<file path="src/rtl/barrel_shift_pipe.sv">
// barrel_shift_pipe: parametrised pipelined barrel shifter.
// One register stage per shift-amount bit; stage k shifts by 2^k when its
// captured sha bit is set. Modes: rotate, logical, arithmetic (right only),
// mode 11 behaves as logical.
// Optional feature macro: BARREL_SHIFT_PIPE_FLAGS_EN adds out_zero, a
// registered (out_data == 0) flag valid alongside out_valid.
module barrel_shift_pipe #(
   parameter int WIDTH = 8,
   parameter int SHW   = $clog2(WIDTH)
) (
   input  logic             clk,
   input  logic             reset,
   input  logic             in_valid,
   output logic             in_ready,
   input  logic [WIDTH-1:0] in_data,
   input  logic             in_lr,
   input  logic [1:0]       in_mode,
   input  logic [SHW-1:0]   in_sha,
   output logic             out_valid,
   input  logic             out_ready,
`ifdef BARREL_SHIFT_PIPE_FLAGS_EN
   output logic             out_zero,
`endif
   output logic [WIDTH-1:0] out_data
);

   // Handshake: a transfer happens on a rising edge where valid and ready are
   // both high. The whole pipe advances in lockstep when the output register is
   // empty or being drained (advance); otherwise every stage, bubbles included,
   // holds. in_ready is that same advance term, so it is combinational from
   // out_ready and the final stage's valid bit. Input fields are only captured
   // on an input transfer; out_data is frozen while stalled.
   logic advance;

   assign advance  = out_ready | ~out_valid;
   assign in_ready = advance;

   // One power-of-two shift step. The sign fill is only used for arithmetic
   // right shifts; arithmetic left and mode 11 fall through to logical.
   function automatic logic [WIDTH-1:0] shift_by(
      input logic [WIDTH-1:0] x,
      input logic             lr,
      input logic [1:0]       mode,
      input logic             sgn,
      input int               s
   );
      logic [WIDTH-1:0] fill;
      fill = sgn ? ~({WIDTH{1'b1}} >> s) : '0;
      if (mode == 2'b00) begin
         if (lr) return (x >> s) | (x << (WIDTH - s));
         else    return (x << s) | (x >> (WIDTH - s));
      end else if (mode == 2'b10 && lr) begin
         return (x >> s) | fill;
      end else begin
         if (lr) return x >> s;
         else    return x << s;
      end
   endfunction

   for (genvar k = 0; k < SHW; k++) begin : g_stg
      localparam int S  = 1 << k;
      // Number of sha bits still needed by the stages after this one.
      localparam int RW = SHW - 1 - k;

      logic [WIDTH-1:0] src_data;
      logic [WIDTH-1:0] nxt_data;
      logic [WIDTH-1:0] data_q;
      logic             src_valid;
      logic             src_lr;
      logic             src_sgn;
      logic             src_bit;
      logic [1:0]       src_mode;
      logic             vld_q;

      if (k == 0) begin : g_in
         assign src_data  = in_data;
         assign src_valid = in_valid;
         assign src_lr    = in_lr;
         assign src_mode  = in_mode;
         assign src_sgn   = in_data[WIDTH-1];
         assign src_bit   = in_sha[0];
      end else begin : g_pipe
         assign src_data  = g_stg[k-1].data_q;
         assign src_valid = g_stg[k-1].vld_q;
         assign src_lr    = g_stg[k-1].g_meta.lr_q;
         assign src_mode  = g_stg[k-1].g_meta.mode_q;
         assign src_sgn   = g_stg[k-1].g_meta.sgn_q;
         assign src_bit   = g_stg[k-1].g_meta.sha_q[0];
      end

      assign nxt_data = src_bit ? shift_by(src_data, src_lr, src_mode, src_sgn, S)
                                : src_data;

      // Data and valid of this stage; reset clears both so out_data reads 0.
      always_ff @(posedge clk) begin
         if (reset) begin
            vld_q  <= 1'b0;
            data_q <= '0;
         end else if (advance) begin
            vld_q  <= src_valid;
            data_q <= nxt_data;
         end
      end

      // Control fields travel with the word; the last stage needs none.
      if (RW > 0) begin : g_meta
         logic          lr_q;
         logic          sgn_q;
         logic [1:0]    mode_q;
         logic [RW-1:0] sha_q;
         logic [RW-1:0] rest;

         if (k == 0) begin : g_r0
            assign rest = in_sha[SHW-1:1];
         end else begin : g_rk
            assign rest = g_stg[k-1].g_meta.sha_q[RW:1];
         end

         // Carry direction, mode, sign and remaining shift bits downstream.
         always_ff @(posedge clk) begin
            if (advance) begin
               lr_q   <= src_lr;
               sgn_q  <= src_sgn;
               mode_q <= src_mode;
               sha_q  <= rest;
            end
         end
      end
   end

   assign out_data  = g_stg[SHW-1].data_q;
   assign out_valid = g_stg[SHW-1].vld_q;

`ifdef BARREL_SHIFT_PIPE_FLAGS_EN
   // Zero flag registered together with the word entering the final stage.
   always_ff @(posedge clk) begin
      if (reset)        out_zero <= 1'b0;
      else if (advance) out_zero <= (g_stg[SHW-1].nxt_data == '0);
   end
`endif

endmodule
</file>
<file path="config.mk">
export PLATFORM = sky130hd
export DESIGN_NAME = barrel_shift_pipe
export DESIGN_NICKNAME = d
export VERILOG_FILES = /design/src/rtl/barrel_shift_pipe.sv
export SDC_FILE = /design/constraint.sdc
export NUM_CORES = 1
export LEC_CHECK = 0
export ABC_AREA = 1
export BUFFER_PORTS_ARGS = -buffer_cell sky130_fd_sc_hd__buf_2
export CAP_MARGIN = 20
export CORE_MARGIN = 1
export CORE_UTILIZATION = 33
export CTS_BUF_LIST = sky130_fd_sc_hd__clkbuf_2 sky130_fd_sc_hd__clkbuf_4 sky130_fd_sc_hd__clkbuf_8
export DETAILED_ROUTE_END_ITERATION = 10
export HOLD_SLACK_MARGIN = 0.03
export PLACE_DENSITY = 0.59
export SYNTH_ARGS = -nofsm -noshare
export SYNTH_HDL_FRONTEND = slang
export SYNTH_SLANG_ARGS = --single-unit
</file>
<file path="constraint.sdc">
create_clock -name clk -period 1.17 [get_ports clk]
set_input_delay 0.0585 -clock clk [delete_from_list [all_inputs] [get_ports clk]]
set_output_delay 0.0585 -clock clk [all_outputs]
set_load 0.02 [all_outputs]
</file>
* Word-level counts from Yosys, hierarchy flattened
Index checks and enable logic that the tools add are counted.
Word-level totals: bits in registers 38, input port bits 18, word-level logic and storage cells 50
Operators by class: equal/unequal tests 3, muxes and demuxes 17, bitwise gates (word level) 10, reductions and logical operators 6
Operators by type and width (number):
- two-way mux 8 bit | 17
- bitwise OR 6 x 8 -> 8 bit | 2
- bitwise OR 7 x 8 -> 8 bit | 2
- bitwise OR 4 x 8 -> 8 bit | 1
- bitwise OR 8 x 1 -> 8 bit | 1
- bitwise OR 8 x 2 -> 8 bit | 1
- bitwise OR 8 x 4 -> 8 bit | 1
- equality test 2 bit (second input constant) | 3
- zero test 2 bit | 3
- logical AND 1 bit | 3
- NOT 1 bit | 1
- bitwise OR 1 bit | 1

* Longest topological paths before layout
Gate-level depths: netlist of the first run.
depth after elaboration 5, mapped depth 7

* Worst setup path after synthesis of the first run
OpenSTA, ideal clock, no wires.
path type reg2reg, start reg g_stg[2].vld_q (netlist: out_valid), end reg g_stg[1].data_q[1], data arrival time 1019 ps, data required time 1053 ps, slack 34 ps, cell stages (with the launch flop) 7, buffers on the path 1, period minus slack after synthesis 1136 ps, path through dfxtp_1 inv_1 nor2_4 inv_4 buf_6 o21ai_0 nor2_1
Between the ends: longest elaborated chain between the ends 2
Ends and longest elaborated chain:
- start: declaration | RTL line 73 | logic vld_q;
- start signal: assignment | RTL line 100 | vld_q <= src_valid;
- NOT 1 bit | RTL line 35 | assign advance = out_ready | ~out_valid;
- bitwise OR 1 bit | RTL line 35
- end signal: assignment | RTL line 101 | data_q <= nxt_data;
- end: declaration | RTL line 67 | logic [WIDTH-1:0] data_q;
No other way between the ends. A chain may end at the register's enable or synchronous reset.

* Worst setup path in the final report of the first run
start reg g_stg[2].vld_q (netlist: out_valid), end out in_ready
Between the ends: longest elaborated chain between the ends 2
Ends and longest elaborated chain:
- NOT 1 bit | RTL line 35
- bitwise OR 1 bit | RTL line 35
- end: declaration | RTL line 14 | output logic in_ready,
No other way between the ends.

==> reports/metrics.cfg, run 1 <==
[outcome]
status = complete, no violations

[place]
place_hpwl_um = 2560
dpl_cell_area_um2 = 2030
io_buffers = 27
finalWeightedCongestion = 0.832

[timing]
tns_ns = 0
setup_violations = 0
worstMarginPinSlew_ns = 0.237
finalHoldViolations = 0
slew_violations = 0
max_freq_mhz = 870
worst_slew_margin_rel = 0.842
whs_ns = 0.0506
final.min_clock_period_ns = 1.15
clock_skew_ns = 0.00566
rsz0062_at_grt = yes
fin_crit_sh = 0.983

[power]
power_mw = 3.12
p_leak_nw = 1.03
peakVddDrop_mv = 0.619
power.density_nw_per_um2 = 1330

[flow_run]
maxCapViolCount = 0

[synthesis]
synth_area_leaders = dfxtp_1 30%, edfxtp_1 18%, nand2_1 9.7%
synth.distinct_cells = 21
syn_nets = 249
yosys.area.top_type = dfxtp_1
yosys_register_bits = 38
synthCells = 231
seq_area_frac_synth = 0.476
yosysWarnings = 0
syn_avg_cell_area_um2 = 7.91
syn_area_um2 = 1830
synth_top_area_share = 0.296

[setup_path]
path_max_fanout = 13
r2r_slack_ns = 0.05
cp_slowest_cell = dfxtp_2
crit_start = out_valid
slowest_delay_ns = 0.33
cp.required_ns = 1.11
cp_data_arrival_time_ns = 1.09
worstSetupStartpointType = flop
critPathCaptureType = primary output
reg2reg_from = out_valid
worstSetupPathType = flop to primary output
crit_chain = inv_2 -> nor2_4 -> inv_4 -> buf_12 -> buf_8

[final_layout]
antenna_cells = 0
final_util = 0.451
drive_gt1_frac = 0.268
fin_nets = 293
area_growth_pct = 28.5
design_area_um2 = 2350

[hold_path]
min_path_type = input pin to flop
min-delay-start = in_data[5]

[drt]
drt_wl_total_um = 3810
detail-route-antenna-nets = 0
vias = 1592
drt-pass1-iter-count = 4
drcViolationCount = 0
wl_per_cell_um = 11.0
first_iter_violations = 87
routed_via_density = 4.60

[floorplanning]
coreArea_um2 = 5200
die_w_um = 76.4
dieArea_um2 = 5840
initial_core_util = 0.351
pin_count = 28
num_rows = 26
die_h_um = 76.4

[clocking]
clk_latency_ns = 0.29
clockBufferDepth = 2
cts_made_buffers = 5
root_buffer = clkbuf_8
cts_tree = done
cts_max_level = 2
clk_pin_slew_ns = 0.07
clock-sinks = 38

[global_routing]
grt_pass1_wl_um = 6640
antenna_found_initial = 0
grt_start_max_net_pins = 27
grt_overflow = 0
grt_pass1_vias = 1505
track_usage = 0.144

[path summary, 6_finish.rpt]
| check | end | cells past startpoint |
|---|---|---|
| min reg2reg | g_stg[1].g_meta.sha_q | 0 |
| max reg2reg | out_data[7] | 7 |
| min | g_stg[0].data_q[5] | 3 |
| max | in_ready | 5 |
[per-stage QoR]
step | instances | worst slack [ns]
final | 346 | 0.0201
after global routing | 346 | -0.0174
after CTS | 343 | 0.00193
after detailed placement | 322 | 0.00162
after global placement | 322 | 0.0499
after floorplan | 231 | 0.0337
[placed cells by master (no fill, tap or decap)]
cell	n
buf_8	2
buf_4	5
a21oi_1	21
nor2_1	14
clkinvlp_4	2
buf_6	1
clkbuf_2	1
inv_1	20
nor2_2	4
dfxtp_2	1
inv_4	2
o21ai_2	4
nor2_4	1
dlygate4sd3_1	7
buf_16	1
bufinv_16	1
a31oi_1	13
o211ai_1	1
dfxtp_1	26
or2_2	5
o21ai_0	20
o21ai_1	16
clkbuf_8	5
buf_2	27
buf_12	4
nand2_2	1
edfxtp_1	11
nand2_1	46
nand4_1	1
a21oi_2	4
nand3_1	6
inv_2	3
[logic make-up (layout without fill, tap and decap cells)]
group           Yosys count  in the layout  share of synthesized area
compound gates           79             79                      0.235
buf+inv                  36             81                      0.111
simple gates             78             78                      0.178
flops                    38             38                      0.476
[cell type report]
type / count / area (um^2)
multi-input cells: 157 / 779
inverters: 25 / 98.8
repair buffers: 48 / 397
clock inverters: 3 / 45.0
well taps: 70 / 87.6
clock buffers: 5 / 68.8
fillers: 535 / 2860
flip-flops and latches: 38 / 872
[repair_timing]
action                                  CTS  global route
cloned                                    1             1
endpoints found under the hold margin     7             0
endpoints found under the setup margin    2            17
pin swaps                                 1             4
resized for setup                         5            20
hold buffers                              7             0
setup buffers                             5             2
[flip-flops by register name, indices dropped and copies added (netlist names)]
register             count
out_data                 8
g_stg.g_meta.sha_q       3
out_valid                1
g_stg.g_meta.sgn_q       2
g_stg.g_meta.mode_q      4
g_stg.data_q            16
g_stg.vld_q              2
g_stg.g_meta.lr_q        2
[per-layer routing]
layer,wire [um],vias to the layer above,track usage
li1,-,867,-
met4,81,0,0.0692
met3,119,5,0.0323
met2,1800,33,0.244
met1,1810,687,0.171
met5,0,-,0
[where the power goes]
part	internal (mW)	switching (mW)
sequential	1.46	0.0685
combinational	0.217	0.278
clock	0.634	0.459
[cells in the mapped netlist]
library cell and instances:
nand3_1 6, o21ai_1 12, o21ai_0 28, o211ai_1 1, dfxtp_1 27, nand2_1 47
nor2_4 1, buf_6 7, inv_1 21, a31oi_1 13, a21oi_1 21, a21oi_2 4
edfxtp_1 11, or2_2 5, buf_2 2, nor2_1 17, inv_2 2, nor2_2 1
nand4_1 1, buf_4 2, inv_4 2
[critical path, delay by kind of cell (launching register included)]
family	cells	cell delay, ns
simple gates	1	0.11
buf+inv	4	0.36
flops	1	0.33
Note: power is estimated with default switching activity, not from simulation.
==> run 2, diff against run 1 <==
- RECOVER_POWER: default -> 100
- SKIP_CTS_REPAIR_TIMING: default -> 1
==> run 2 against run 1 <==
The flow now finishes with violations (setup timing). Clock power barely moved. Sequential cell count stayed put. Utilization is 0.87 points higher. First-iteration DRC count rose by 8.0%. Total power is 1.1% higher. Critical path type unchanged. Largest power group unchanged.
==> reports/metrics.cfg, run 2 (synthesized netlist as in run 1, its figures left out) <==
[setup_path]
cp.required_ns = 1.11  ; about the same
critPathCaptureType = primary output
cp.depth = 5  ; unchanged
ff2ff_path_depth = 7  ; unchanged
worstSetupStartpointType = flop
cp_slowest_cell = dfxtp_2
path_delay_family = buffers and inverters
cp_num_buf_inv = 4  ; unchanged
slowest_delay_ns = 0.33  ; about the same
cp_data_arrival_time_ns = 1.14  ; +0.05 ns
worstSetupPathType = flop to primary output
path_max_fanout = 8  ; -5
crit_chain = inv_2 -> nor2_4 -> clkinv_4 -> buf_12 -> buf_6

[final_layout]
top_register = g_stg.data_q
layout_commonest_cell = nand2_1
final_util = 0.460  ; +0.00865
design_area_um2 = 2390  ; +1.9%
layout_common_cells = 46 x nand2_1, 26 x dfxtp_1, 20 x inv_1, 19 x o21ai_0, 18 x o21ai_1
area_growth_pct = 30.9
largest_register_ffs = 16  ; unchanged
drive_gt1_frac = 0.255  ; -0.0127
fin_nets = 295  ; +0.68%
antenna_cells = 0  ; unchanged

[timing]
max_freq_mhz = 832  ; -4.3%
clock_skew_ns = 0.00612  ; +0.000457 ns
setup_violations = 6  ; +6
worst_slew_margin_rel = 0.625  ; -0.216
finalHoldViolations = 0  ; unchanged
fin_crit_sh = 1.03  ; +0.0443
whs_ns = 0.0248  ; -0.0258 ns
tns_ns = -0.124  ; -0.124 ns
rsz0062_at_grt = yes
slew_violations = 0  ; unchanged
fin_ws_ns = -0.0318  ; -0.0519 ns
final.min_clock_period_ns = 1.20  ; +0.0519 ns
worstMarginPinSlew_ns = 0.562  ; +0.325 ns

[drt]
first_iter_violations = 94  ; +8.0%
drt_wl_total_um = 4020  ; +5.4%
detail-route-antenna-nets = 0  ; unchanged
vias = 1636  ; +2.8%
wl_per_cell_um = 11.5  ; +4.8%
drcViolationCount = 0  ; unchanged
drt-pass1-iter-count = 4  ; unchanged
routed_via_density = 4.70  ; +2.2%

[global_routing]
antenna_found_initial = 0  ; unchanged
grt_overflow = 0  ; unchanged
track_usage = 0.137  ; -0.00662
grt_pass1_wl_um = 6350  ; -4.4%
grt_pass1_vias = 1463  ; -2.8%
grt_start_max_net_pins = 27  ; unchanged

[power]
p_clk_frac = 0.348  ; -0.002
p_leak_nw = 1.00  ; -3.2%
internal_power_mw = 2.32  ; +0.31%
power.density_nw_per_um2 = 1320  ; -0.78%
peakVddDrop_mv = 0.634  ; +2.6%
p_comb_frac = 0.166  ; +0.007
p_sw_mw = 0.834  ; +3.5%
power_mw = 3.15  ; +1.1%
power.share.sequential = 0.487  ; -0.004
swShare = 0.264  ; +0.00599

[place]
place_hpwl_um = 2560  ; unchanged
finalWeightedCongestion = 0.832  ; unchanged
io_buffers = 27  ; unchanged
dpl_cell_area_um2 = 2030  ; unchanged

[floorplanning]
die_w_um = 76.4  ; unchanged
initial_core_util = 0.351  ; unchanged
die_h_um = 76.4  ; unchanged
coreArea_um2 = 5200  ; unchanged
dieArea_um2 = 5840  ; unchanged
pin_count = 28  ; unchanged
num_rows = 26  ; unchanged

[clocking]
cts_made_buffers = 5  ; unchanged
clk_latency_ns = 0.29  ; about the same
cts_tree = done
clock-sinks = 38  ; unchanged
root_buffer = clkbuf_8
clockBufferDepth = 2  ; unchanged
cts_max_level = 2  ; unchanged
clk_pin_slew_ns = 0.07  ; about the same

[hold_path]
min_path_cells = 3  ; unchanged
min_path_type = input pin to flop

[outcome]
failed_checks = setup timing
status = finished with violations

[flow_run]
maxCapViolCount = 0  ; unchanged

run 2: cell types whose count changed in the layout (fill, tap and decap cells not counted), moves of 4 or more:
cell      previous run  this run
buf_2               27        15
a21oi_1             21        14
a21oi_2              4        10
buf_6                1         5
clkbuf_1             0        12
run 2: through the flow:
stage,setup slack [ns],cells
floorplan,0.0337,231
global placement,0.0499,322
detailed placement,0.00162,322
CTS,-0.105,330
global route,-0.0880,348
finish,-0.0318,348
run 2: final timing paths:
check,startpoint,end,slack [ns]
min reg2reg,g_stg[0].g_meta.sha_q[1],g_stg[1].g_meta.sha_q,0.43
max,out_valid,in_ready,-0.03
max reg2reg,out_valid,g_stg[0].data_q[2],-0.03
min,in_valid,g_stg[0].vld_q,0.02
run 2: worst register-to-register path, cell delays in order (launching register included):
cell and delay, ns:
dfxtp_2 0.33, inv_2 0.04, nor2_4 0.13, clkinv_4 0.10
buf_12 0.14, buf_2 0.17, o21ai_1 0.14, a31oi_1 0.05
run 2: cell type report:
type                            count  area (um^2)
Clock buffer                        5         68.8
Sequential cell                    38          872
Inverter                           25          101
Multi-Input combinational cell    157          827
Timing Repair Buffer               50          392
Tap cell                           70         87.6
Fill cell                         536         2810
Clock inverter                      3         45.0
run 2: routing by layer:
metal  vias to the layer above  GRT usage  part of all wire
met3                         5     0.0323             0.033
met4                         0     0.0692             0.020
met2                        30      0.235              0.47
met5                         -          0                 0
li1                        872          -                 -
met1                       729      0.159              0.47
run 2: power groups by stage:
stage	Clock (mW)	Sequential (mW)	Combinational, mW
6_report	1.10	1.53	0.522
5_1_grt	1.19	1.55	0.590
4_1_cts	1.13	1.53	0.430
3_5_place_dp	0	1.56	0.429
3_3_place_gp	0	1.56	0.425
2_1_floorplan	0	1.57	0.285
